==> src/rtl/wb_port_arbiter_pkg.sv <==
// Shared register-file bus widths and arbiter state codes for the writeback port arbiter.
package wb_port_arbiter_pkg;

    localparam int unsigned REG_BUS_W  = 32;
    localparam int unsigned REG_ADDR_W = 5;

    // Writes to the zero register are never performed.
    localparam logic [REG_ADDR_W-1:0] NOP_REG_ADDR = '0;

    typedef enum logic [1:0] {
        ARB_IDLE  = 2'd0,
        ARB_WAIT  = 2'd1,
        ARB_STALL = 2'd2
    } arb_state_e;

endpackage

==> src/rtl/wb_mc_fifo.sv <==
// Circular buffer of late multi-cycle results {live, addr, data} with kill-by-address,
// so a younger pipeline write to the same register can supersede a buffered one.
module wb_mc_fifo
    import wb_port_arbiter_pkg::*;
#(
    parameter int unsigned DATA_W = REG_BUS_W,
    parameter int unsigned ADDR_W = REG_ADDR_W,
    parameter int unsigned DEPTH  = 2,
    localparam int unsigned CNT_W = $clog2(DEPTH + 1)
) (
    input  logic              clk,
    input  logic              rst,
    input  logic              push_i,
    input  logic              push_live_i,
    input  logic [ADDR_W-1:0] push_addr_i,
    input  logic [DATA_W-1:0] push_data_i,
    input  logic              pop_i,
    input  logic              kill_i,
    input  logic [ADDR_W-1:0] kill_addr_i,
    output logic [CNT_W-1:0]  count_o,
    output logic              head_live_o,
    output logic [ADDR_W-1:0] head_addr_o,
    output logic [DATA_W-1:0] head_data_o
);

    localparam int unsigned PTR_W = (DEPTH > 1) ? $clog2(DEPTH) : 1;

    logic [DEPTH-1:0]  live_q;
    logic [ADDR_W-1:0] addr_q [DEPTH];
    logic [DATA_W-1:0] data_q [DEPTH];
    logic [PTR_W-1:0]  rd_ptr_q;
    logic [PTR_W-1:0]  wr_ptr_q;
    logic [CNT_W-1:0]  count_q;

    function automatic logic [PTR_W-1:0] ptr_inc(input logic [PTR_W-1:0] p);
        if (p == PTR_W'(DEPTH - 1)) return '0;
        return p + PTR_W'(1);
    endfunction

    // Kill is applied before the push so a same-cycle push keeps its own live bit.
    always_ff @(posedge clk) begin
        if (rst) begin
            live_q   <= '0;
            rd_ptr_q <= '0;
            wr_ptr_q <= '0;
            count_q  <= '0;
        end else begin
            if (kill_i) begin
                for (int unsigned i = 0; i < DEPTH; i++) begin
                    if (addr_q[i] == kill_addr_i) live_q[i] <= 1'b0;
                end
            end
            if (push_i) begin
                live_q[wr_ptr_q] <= push_live_i;
                addr_q[wr_ptr_q] <= push_addr_i;
                data_q[wr_ptr_q] <= push_data_i;
                wr_ptr_q         <= ptr_inc(wr_ptr_q);
            end
            if (pop_i) rd_ptr_q <= ptr_inc(rd_ptr_q);
            case ({push_i, pop_i})
                2'b10:   count_q <= count_q + CNT_W'(1);
                2'b01:   count_q <= count_q - CNT_W'(1);
                default: count_q <= count_q;
            endcase
        end
    end

    assign count_o     = count_q;
    assign head_live_o = live_q[rd_ptr_q];
    assign head_addr_o = addr_q[rd_ptr_q];
    assign head_data_o = data_q[rd_ptr_q];

endmodule

==> src/rtl/wb_port_arbiter.sv <==
// Shares the regfile write port between pipeline writeback (always wins) and buffered
// multi-cycle results; requests a pipeline stall when a buffered result starves.
module wb_port_arbiter
    import wb_port_arbiter_pkg::*;
#(
    parameter int unsigned DATA_W       = REG_BUS_W,
    parameter int unsigned ADDR_W       = REG_ADDR_W,
    parameter int unsigned DEPTH        = 2,
    parameter int unsigned STARVE_LIMIT = 4
) (
    input  logic              clk,
    input  logic              rst,
    input  logic [ADDR_W-1:0] wb_wd,
    input  logic              wb_wreg,
    input  logic [DATA_W-1:0] wb_wdata,
    input  logic              mc_valid,
    output logic              mc_ready,
    input  logic [ADDR_W-1:0] mc_wd,
    input  logic [DATA_W-1:0] mc_wdata,
    output logic              rf_we,
    output logic [ADDR_W-1:0] rf_waddr,
    output logic [DATA_W-1:0] rf_wdata,
    output logic              stallreq
);

    localparam int unsigned CNT_W = $clog2(DEPTH + 1);
    localparam int unsigned AGE_W = $clog2(STARVE_LIMIT + 1);
    localparam logic [CNT_W-1:0] DEPTH_C = CNT_W'(DEPTH);
    localparam logic [AGE_W-1:0] LIMIT_C = AGE_W'(STARVE_LIMIT);
    localparam logic [ADDR_W-1:0] NOP_C  = ADDR_W'(NOP_REG_ADDR);

    logic [CNT_W-1:0]  count_q;
    logic [CNT_W-1:0]  count_d;
    logic              head_live;
    logic [ADDR_W-1:0] head_addr;
    logic [DATA_W-1:0] head_data;
    logic              grant;
    logic              pop;
    logic              store;
    logic              store_live;
    logic [AGE_W-1:0]  age_q;
    logic [AGE_W-1:0]  age_d;
    arb_state_e        state_q;
    logic              stallreq_q;

    assign mc_ready   = !rst && (count_q < DEPTH_C);
    assign grant      = !rst && wb_wreg && (wb_wd != NOP_C);
    assign pop        = !rst && !grant && (count_q != '0);
    // Zero-register results are accepted but dropped; a same-cycle pipeline write supersedes.
    assign store      = mc_valid && mc_ready && (mc_wd != NOP_C);
    assign store_live = !(grant && (mc_wd == wb_wd));
    assign count_d    = count_q + CNT_W'(store) - CNT_W'(pop);

    wb_mc_fifo #(
        .DATA_W (DATA_W),
        .ADDR_W (ADDR_W),
        .DEPTH  (DEPTH)
    ) u_fifo (
        .clk         (clk),
        .rst         (rst),
        .push_i      (store),
        .push_live_i (store_live),
        .push_addr_i (mc_wd),
        .push_data_i (mc_wdata),
        .pop_i       (pop),
        .kill_i      (grant),
        .kill_addr_i (wb_wd),
        .count_o     (count_q),
        .head_live_o (head_live),
        .head_addr_o (head_addr),
        .head_data_o (head_data)
    );

    // Write-port select: pipeline, then FIFO head, else idle.
    always_comb begin
        rf_we    = 1'b0;
        rf_waddr = '0;
        rf_wdata = '0;
        if (grant) begin
            rf_we    = 1'b1;
            rf_waddr = wb_wd;
            rf_wdata = wb_wdata;
        end else if (pop) begin
            rf_we    = head_live;
            rf_waddr = head_addr;
            rf_wdata = head_data;
        end
    end

    always_comb begin
        age_d = age_q;
        if (pop || (count_q == '0)) age_d = '0;
        else if (age_q != LIMIT_C)  age_d = age_q + AGE_W'(1);
    end

    always_ff @(posedge clk) begin
        if (rst) age_q <= '0;
        else     age_q <= age_d;
    end

    // Starvation FSM; stallreq is registered alongside the state.
    always_ff @(posedge clk) begin
        if (rst) begin
            state_q    <= ARB_IDLE;
            stallreq_q <= 1'b0;
        end else begin
            case (state_q)
                ARB_IDLE: begin
                    if (count_d != '0) state_q <= ARB_WAIT;
                end
                ARB_WAIT: begin
                    if (count_d == '0) begin
                        state_q <= ARB_IDLE;
                    end else if (age_d == LIMIT_C) begin
                        state_q    <= ARB_STALL;
                        stallreq_q <= 1'b1;
                    end
                end
                ARB_STALL: begin
                    if (pop) begin
                        stallreq_q <= 1'b0;
                        state_q    <= (count_d == '0) ? ARB_IDLE : ARB_WAIT;
                    end
                end
                default: begin
                    state_q    <= ARB_IDLE;
                    stallreq_q <= 1'b0;
                end
            endcase
        end
    end

    assign stallreq = stallreq_q;

endmodule
==> config.mk <==
export PLATFORM = sky130hd
export DESIGN_NAME = wb_port_arbiter
export DESIGN_NICKNAME = d
export VERILOG_FILES = /design/src/rtl/wb_port_arbiter_pkg.sv /design/src/rtl/wb_mc_fifo.sv /design/src/rtl/wb_port_arbiter.sv
export SDC_FILE = /design/constraint.sdc
export NUM_CORES = 1
export LEC_CHECK = 0
export BUFFER_PORTS_ARGS = -buffer_cell sky130_fd_sc_hd__buf_2
export CAP_MARGIN = 20
export CORE_MARGIN = 2
export CORE_UTILIZATION = 45
export CTS_CLUSTER_SIZE = 8
export DETAILED_ROUTE_END_ITERATION = 10
export GPL_TIMING_DRIVEN = 0
export HOLD_SLACK_MARGIN = 0.03
export PLACE_DENSITY = 0.82
export SLEW_MARGIN = 5
export SYNTH_ARGS = -nofsm -noshare
export SYNTH_HDL_FRONTEND = slang
export SYNTH_SLANG_ARGS = --single-unit
==> constraint.sdc <==
create_clock -name clk -period 4.67 [get_ports clk]
set_input_delay 0.2335 -clock clk [delete_from_list [all_inputs] [get_ports clk]]
set_output_delay 0.2335 -clock clk [all_outputs]
set_load 0.005 [all_outputs]
### Word level (Yosys, flattened, before mapping)

Memories as Yosys holds them, arrays and structs flattened. A register that Yosys moved wholly into a read port is not among the register bits.
Cells that the tools add are included.

* flip-flop bits (word level): 12
* bits in latches: 0
* memory bits (writable): 74
* memory bits (read-only): 0
* input port bits: 78
* output and inout bits: 40
* word-level logic and storage cells: 104
* memories: 2

* add/sub/neg operators: 7
* $mul: 0
* div/mod/pow operators: 0
* magnitude comparators: 4
* equality and inequality tests: 14
* shift operators: 0
* muxes and demuxes: 46
* bitwise operators: 1
* reduce and logical (&&, ||, !) cells: 23

Memory list
* u_fifo.data_q: words 2, width 32, rd ports 1, clocked after Yosys merged registers in 1, wr ports 1, line wb_mc_fifo.sv:30 `logic [DATA_W-1:0] data_q [DEPTH];`
* u_fifo.addr_q: words 2, width 5, rd ports 3, clocked after Yosys merged registers in 1, wr ports 1, line wb_mc_fifo.sv:29 `logic [ADDR_W-1:0] addr_q [DEPTH];`

Operators by type and width (number)
* two-way mux 32 bit: 2
* two-way mux 1 bit: 28
* equality test 5 bit: 3
* two-way mux 2 bit: 7
* two-way mux 5 bit: 2
* nonzero test 5 bit: 2
* logical AND 1 bit: 9
* != test 2 bit (second input constant): 4
* zero test 2 bit: 3
* two-way mux 3 bit: 2
* != test 3 bit (second input constant): 2
* one-hot mux 2 bit (3 select lines): 1
* nonzero test 2 bit: 3
* equality test 2 x 1 -> 1 bit (second input constant): 2
* equality test 2 bit (second input constant): 2
* < comparator 1 x 2 -> 1 bit (second input constant): 2
* one-hot mux 2 bit (2 select lines): 1
* AND reduction 4 bit: 1
* adder 3 x 1 -> 3 bit (second input constant): 1
* equality test 3 bit (second input constant): 1
* zero test 1 bit: 3
* one-hot mux 1 bit (3 select lines): 1
* AND reduction 3 bit: 1
* adder 1 bit (second input constant): 2
* 10 further kinds: 10

### Logic depth before layout (Yosys ltp)

* word-level depth: 12
* depth in mapped cells: 12
* depth with buffers taken out: 10

### By module

A second synthesis with hierarchy kept.

* cell total of the unflattened synthesis: 268
* area, all modules: 3988.8 um^2

By module, submodules not included
* wb_mc_fifo: instances 1, cells each 162, area each 3098.0 um^2, seq. area each 2362.3 um^2
* wb_port_arbiter: instances 1, cells each 106, area each 890.9 um^2, seq. area each 120.1 um^2

### Worst setup path after synthesis

No wires, ideal clock.

* path kind: register to register
* start: register u_fifo.count_q[1], in the netlist u_fifo.count_o[1]
* end: memory u_fifo.addr_q[0][0] (netlist bit), enable pin
* setup time: 0.431 ns
* arrival: 2.338 ns
* data required time: 4.239 ns
* setup slack: 1.901 ns
* stages on the path, launching flop included: 4
* buffers on the path: 0
* clock period less this slack: 2.769 ns
* cell sequence: dfxtp_1 > nor2_1 > o211ai_2 > nor2_1

* longest elaborated chain between the ends: 7

Ends and longest elaborated chain
* from (decl): line wb_mc_fifo.sv:33 `logic [CNT_W-1:0] count_q;`
* from (signal assigned): line wb_mc_fifo.sv:61 `2'b10: count_q <= count_q + CNT_W'(1);`
* from (signal assigned): line wb_mc_fifo.sv:62 `2'b01: count_q <= count_q - CNT_W'(1);`
* from (signal assigned): line wb_mc_fifo.sv:63 `default: count_q <= count_q;`
* < comparator 2 bit: line wb_port_arbiter.sv:46 `assign mc_ready = !rst && (count_q < DEPTH_C);`
* logical AND 1 bit: line wb_port_arbiter.sv:46
* via mc_ready: line wb_port_arbiter.sv:17 `output logic mc_ready,`
* logical AND 1 bit (2 in a row): line wb_port_arbiter.sv:50 `assign store = mc_valid && mc_ready && (mc_wd != NOP_C);`
* two-way mux 1 bit: line wb_mc_fifo.sv:53 `if (push_i) begin`
* two-way mux 1 bit: line wb_mc_fifo.sv:42 `if (rst) begin`
* two-way mux 1 bit (implied by the code): line wb_mc_fifo.sv:55 `addr_q[wr_ptr_q] <= push_addr_i;`
* to (decl): line wb_mc_fifo.sv:29

The timed path passes the listed nets, and every way through them passes these cells.

### Worst setup path in the final report

* start: register u_fifo.count_q[1], in the netlist u_fifo.count_o[1]
* end: register state_q[1]

* elaborated cells between the ends (all ways): 20
* those cells by class: add/sub: 2; order compare: 1; eq/ne: 4; mux: 3; reduce/logical: 10

RTL lines
* nonzero test 2 bit (*): line wb_port_arbiter.sv:48 `assign pop = !rst && !grant && (count_q != '0);`
* logical AND 1 bit (*): line wb_port_arbiter.sv:48
* via pop: line wb_port_arbiter.sv:38 `logic pop;`
* parallel branches: the longest is 5 deep, another holds subtractor 2 x 1 -> 2 bit
* to (signal assigned): line wb_port_arbiter.sv:122 `state_q <= (count_d == '0) ? ARB_IDLE : ARB_WAIT;`
* to (decl): line wb_port_arbiter.sv:43 `arb_state_e state_q;`

Mark *: on every way through the listed nets, which the timed path passes.
A chain may end at the register's enable or synchronous reset.

==> impl_metrics.py <==
metrics = {
    "outcome": {
        "outcome": "complete, no violations",
    },
    "run": {
        "maxCapViolCount": 0,
    },
    "power_and_ir_drop": {
        "power_frac_comb_pct": 12.1,
        "max-vdd-ir-drop_v": 0.000233,
        "cellLeakagePower_nw": 1.88,
        "swShare_pct": 25.5,
        "p_int_mw": 1.17,
        "power_density_mw_per_mm2": 324,
        "clock_power_share_pct": 30.9,
        "power_frac_seq_pct": 57.0,
        "power.switching_mw": 0.400,
    },
    "timing": {
        "finalClockSkew_ps": 7.84,
        "maxSlewViolCount": 0,
        "slew_headroom_pct": 42.7,
        "setup_viol_count_final": 0,
        "period_minus_slack_ps": 2740,
        "clock.fmax_ghz": 0.365,
        "worst_pin_slew_ps": 858,
        "finalCritPeriodShare_pct": 58.6,
        "hold-worst-slack_ps": 69.1,
        "hold_violations": 0,
        "rsz0062_at_grt": "no",
        "tns_ps": 0,
    },
    "detailed_routing": {
        "drcViolationCount": 0,
        "wl_per_cell_um": 15.1,
        "drt_iter0_markers": 125,
        "firstDrtPassIters": 4,
        "drtAntennaViolNets": 0,
        "vias": 2796,
        "via_per_inst": 5.10,
        "totalWireLength_um": 8260,
    },
    "synth": {
        "mappedNetlistArea_sq_mm": 0.00394,
        "synth.distinct_cells": 46,
        "synth_cells": 311,
        "synth_ff_type": "edfxtp_1",
        "avgSynthCellArea_sq_um": 12.7,
        "synth-seq-cells": 87,
        "synth.top_cell.area_share_pct": 56.3,
        "ys_seq_area_share_pct": 62.9,
        "yosysMostFrequentCell": "edfxtp_1",
        "synth_common_cells": "edfxtp_1 (74), nand2_1 (41), mux2i_1 (38)",
        "ys_top_cells_by_area": "edfxtp_1 (56%), mux2i_1 (9.6%), dfxtp_1 (6.6%)",
        "synth_edf_count": 74,
        "yosysWarnings": 0,
        "async_flop_share_pct": 0,
        "syn-num-nets": 394,
        "synth_top_cell_by_area": "edfxtp_1",
    },
    "die": {
        "design.core.area_sq_mm": 0.00859,
        "start_util_pct": 45.9,
        "fp.dieArea_sq_mm": 0.00953,
        "row_count": 34,
        "fp.dieW_um": 97.6,
        "die_height_um": 97.6,
        "top_level_ports": 118,
    },
    "worst_setup_path": {
        "cp_max_fo": 10,
        "cp-start-kind": "register",
        "arrival_ps": 3010,
        "rr_worst_depth": 11,
        "path_class": "register to register",
        "cp.required_ps": 4940,
        "endpoint_kind": "register",
    },
    "placement": {
        "portBuffers": 112,
        "place_hpwl_um": 5890,
        "routabilityCongestion": 0.818,
    },
    "clock_tree": {
        "postCtsSetupBuffers": 0,
        "cts_hold_buf": 0,
        "clock_latency_ps": 350,
        "cts-root-buf": "clkbuf_8",
        "htree_levels": 3,
        "numClockSinks": 87,
        "cts_max_path_buffers": 2,
        "numCtsBuffers": 9,
        "cts.clk_slew.worst_paths_ps": 90,
        "tritoncts": "done",
        "ctsResizeCount": 0,
    },
    "layout": {
        "nFillCells": 742,
        "drive_gt1_share_pct": 33.2,
        "antennaDiodeCount": 0,
        "regArea_sq_mm": 0.00248,
        "syn2layout_area_growth_pct": 22.9,
        "multi_input_area_sq_mm": 0.00134,
        "post-route-util_pct": 56.4,
        "final_nets": 518,
    },
    "min_path": {
        "hp-class": "primary input to register",
        "whs_path_depth": 1,
    },
    "grt": {
        "grt_max_degree": 38,
        "grt_pass1_wl_um": 13100,
        "grt_overflow": 0,
        "antenna_found_initial": 0,
        "grt_usage_pct": 17.4,
        "grt_pass1_vias": 2783,
    },
}
-- cells by family (layout without fill, tap and decap cells) --
family,count (synthesis),after routing,synth area share (%)
XOR/XNOR,21,21,5.01
adder cells (fa/ha/maj),5,5,1.59
flip-flops,87,87,62.9
AO/OA/AOI/OAI,55,55,8.09
multiplexers,38,38,9.64
buffers and inverters,27,156,3.20
AND/OR/NAND/NOR,78,78,9.52
-- placed cells by master, fill, tap and decap left out, types with 8 or more instances in the layout --
| cell | instances |
|---|---|
| buf_2 | 116 |
| clkbuf_8 | 9 |
| dfxtp_1 | 13 |
| edfxtp_1 | 74 |
| inv_1 | 8 |
| mux2i_1 | 38 |
| nand2_1 | 41 |
| nor2_1 | 12 |
| o21ai_0 | 29 |
| o21ai_1 | 12 |
| xnor2_1 | 8 |
| xor2_1 | 12 |
-- routing by layer --
layer | vias up | part of all wire, % | GRT usage (%)
li1 | 1379 | - | -
met1 | 1319 | 43 | 20.9
met2 | 92 | 50 | 30.7
met3 | 6 | 6.4 | 4.89
met4 | 0 | 0.78 | 5.02
met5 | - | 0 | 0
-- power by group through the flow --
stage | clock [mW] | combinational (mW) | sequential, mW
after floorplan | 0 | 0.107 | 0.909
after global placement | 0 | 0.182 | 0.912
after detailed placement | 0 | 0.192 | 0.913
after CTS | 0.490 | 0.193 | 0.895
after global routing | 0.527 | 0.212 | 0.898
final | 0.484 | 0.190 | 0.895
-- path summary, 6_finish.rpt --
| kind | from | end | slack (ps) |
|---|---|---|---|
| setup / recovery | u_fifo.count_o[1] | state_q[1] | 1930 |
| hold / removal | mc_wdata[14] | u_fifo.data_q[1][14] | 70 |
| setup reg to reg | u_fifo.count_o[1] | state_q[1] | 1930 |
| hold reg to reg | u_fifo.live_q[1] | u_fifo.live_q[1] | 520 |
-- worst max-delay path, cell delays in order, from the launching register on --
cell and delay (ps):
dfxtp_1 380, o21ba_2 260, nand3_1 240, clkbuf_1 410, inv_1 130, ha_1 290
inv_1 60, ha_1 140, xnor3_1 210, a21oi_1 210, nand4_1 150, o21ai_0 200
-- final cells by class --
class | instances | area share (%)
Buffer | 18 | 1.91
Clock buffer | 9 | 2.56
Clock inverter | 7 | 1.14
Inverter | 9 | 0.697
Multi-Input combinational cell | 197 | 27.7
Sequential cell | 87 | 51.2
Tap cell | 108 | 2.79
Timing Repair Buffer | 113 | 12.0
-- sequential cells by signal, summed over array words and instances (netlist names), named ones only --
register and cells:
age_q 3, stallreq 1, state_q 2, u_fifo.addr_q 10, u_fifo.count_o 2, u_fifo.data_q 64
u_fifo.live_q 2, u_fifo.rd_ptr_q 1, u_fifo.wr_ptr_q 1
-- through the flow --
step	std cells	power (mW)	setup slack, ps	area [sq um]
2_1_floorplan	311	1.02	1900	3940
3_3_place_gp	531	1.09	934	4640
3_5_place_dp	532	1.10	1800	4670
4_1_cts	548	1.58	1850	4850
5_1_grt	548	1.64	1550	4850
6_report	548	1.57	1930	4850
Power figures use the tool's default switching activity.
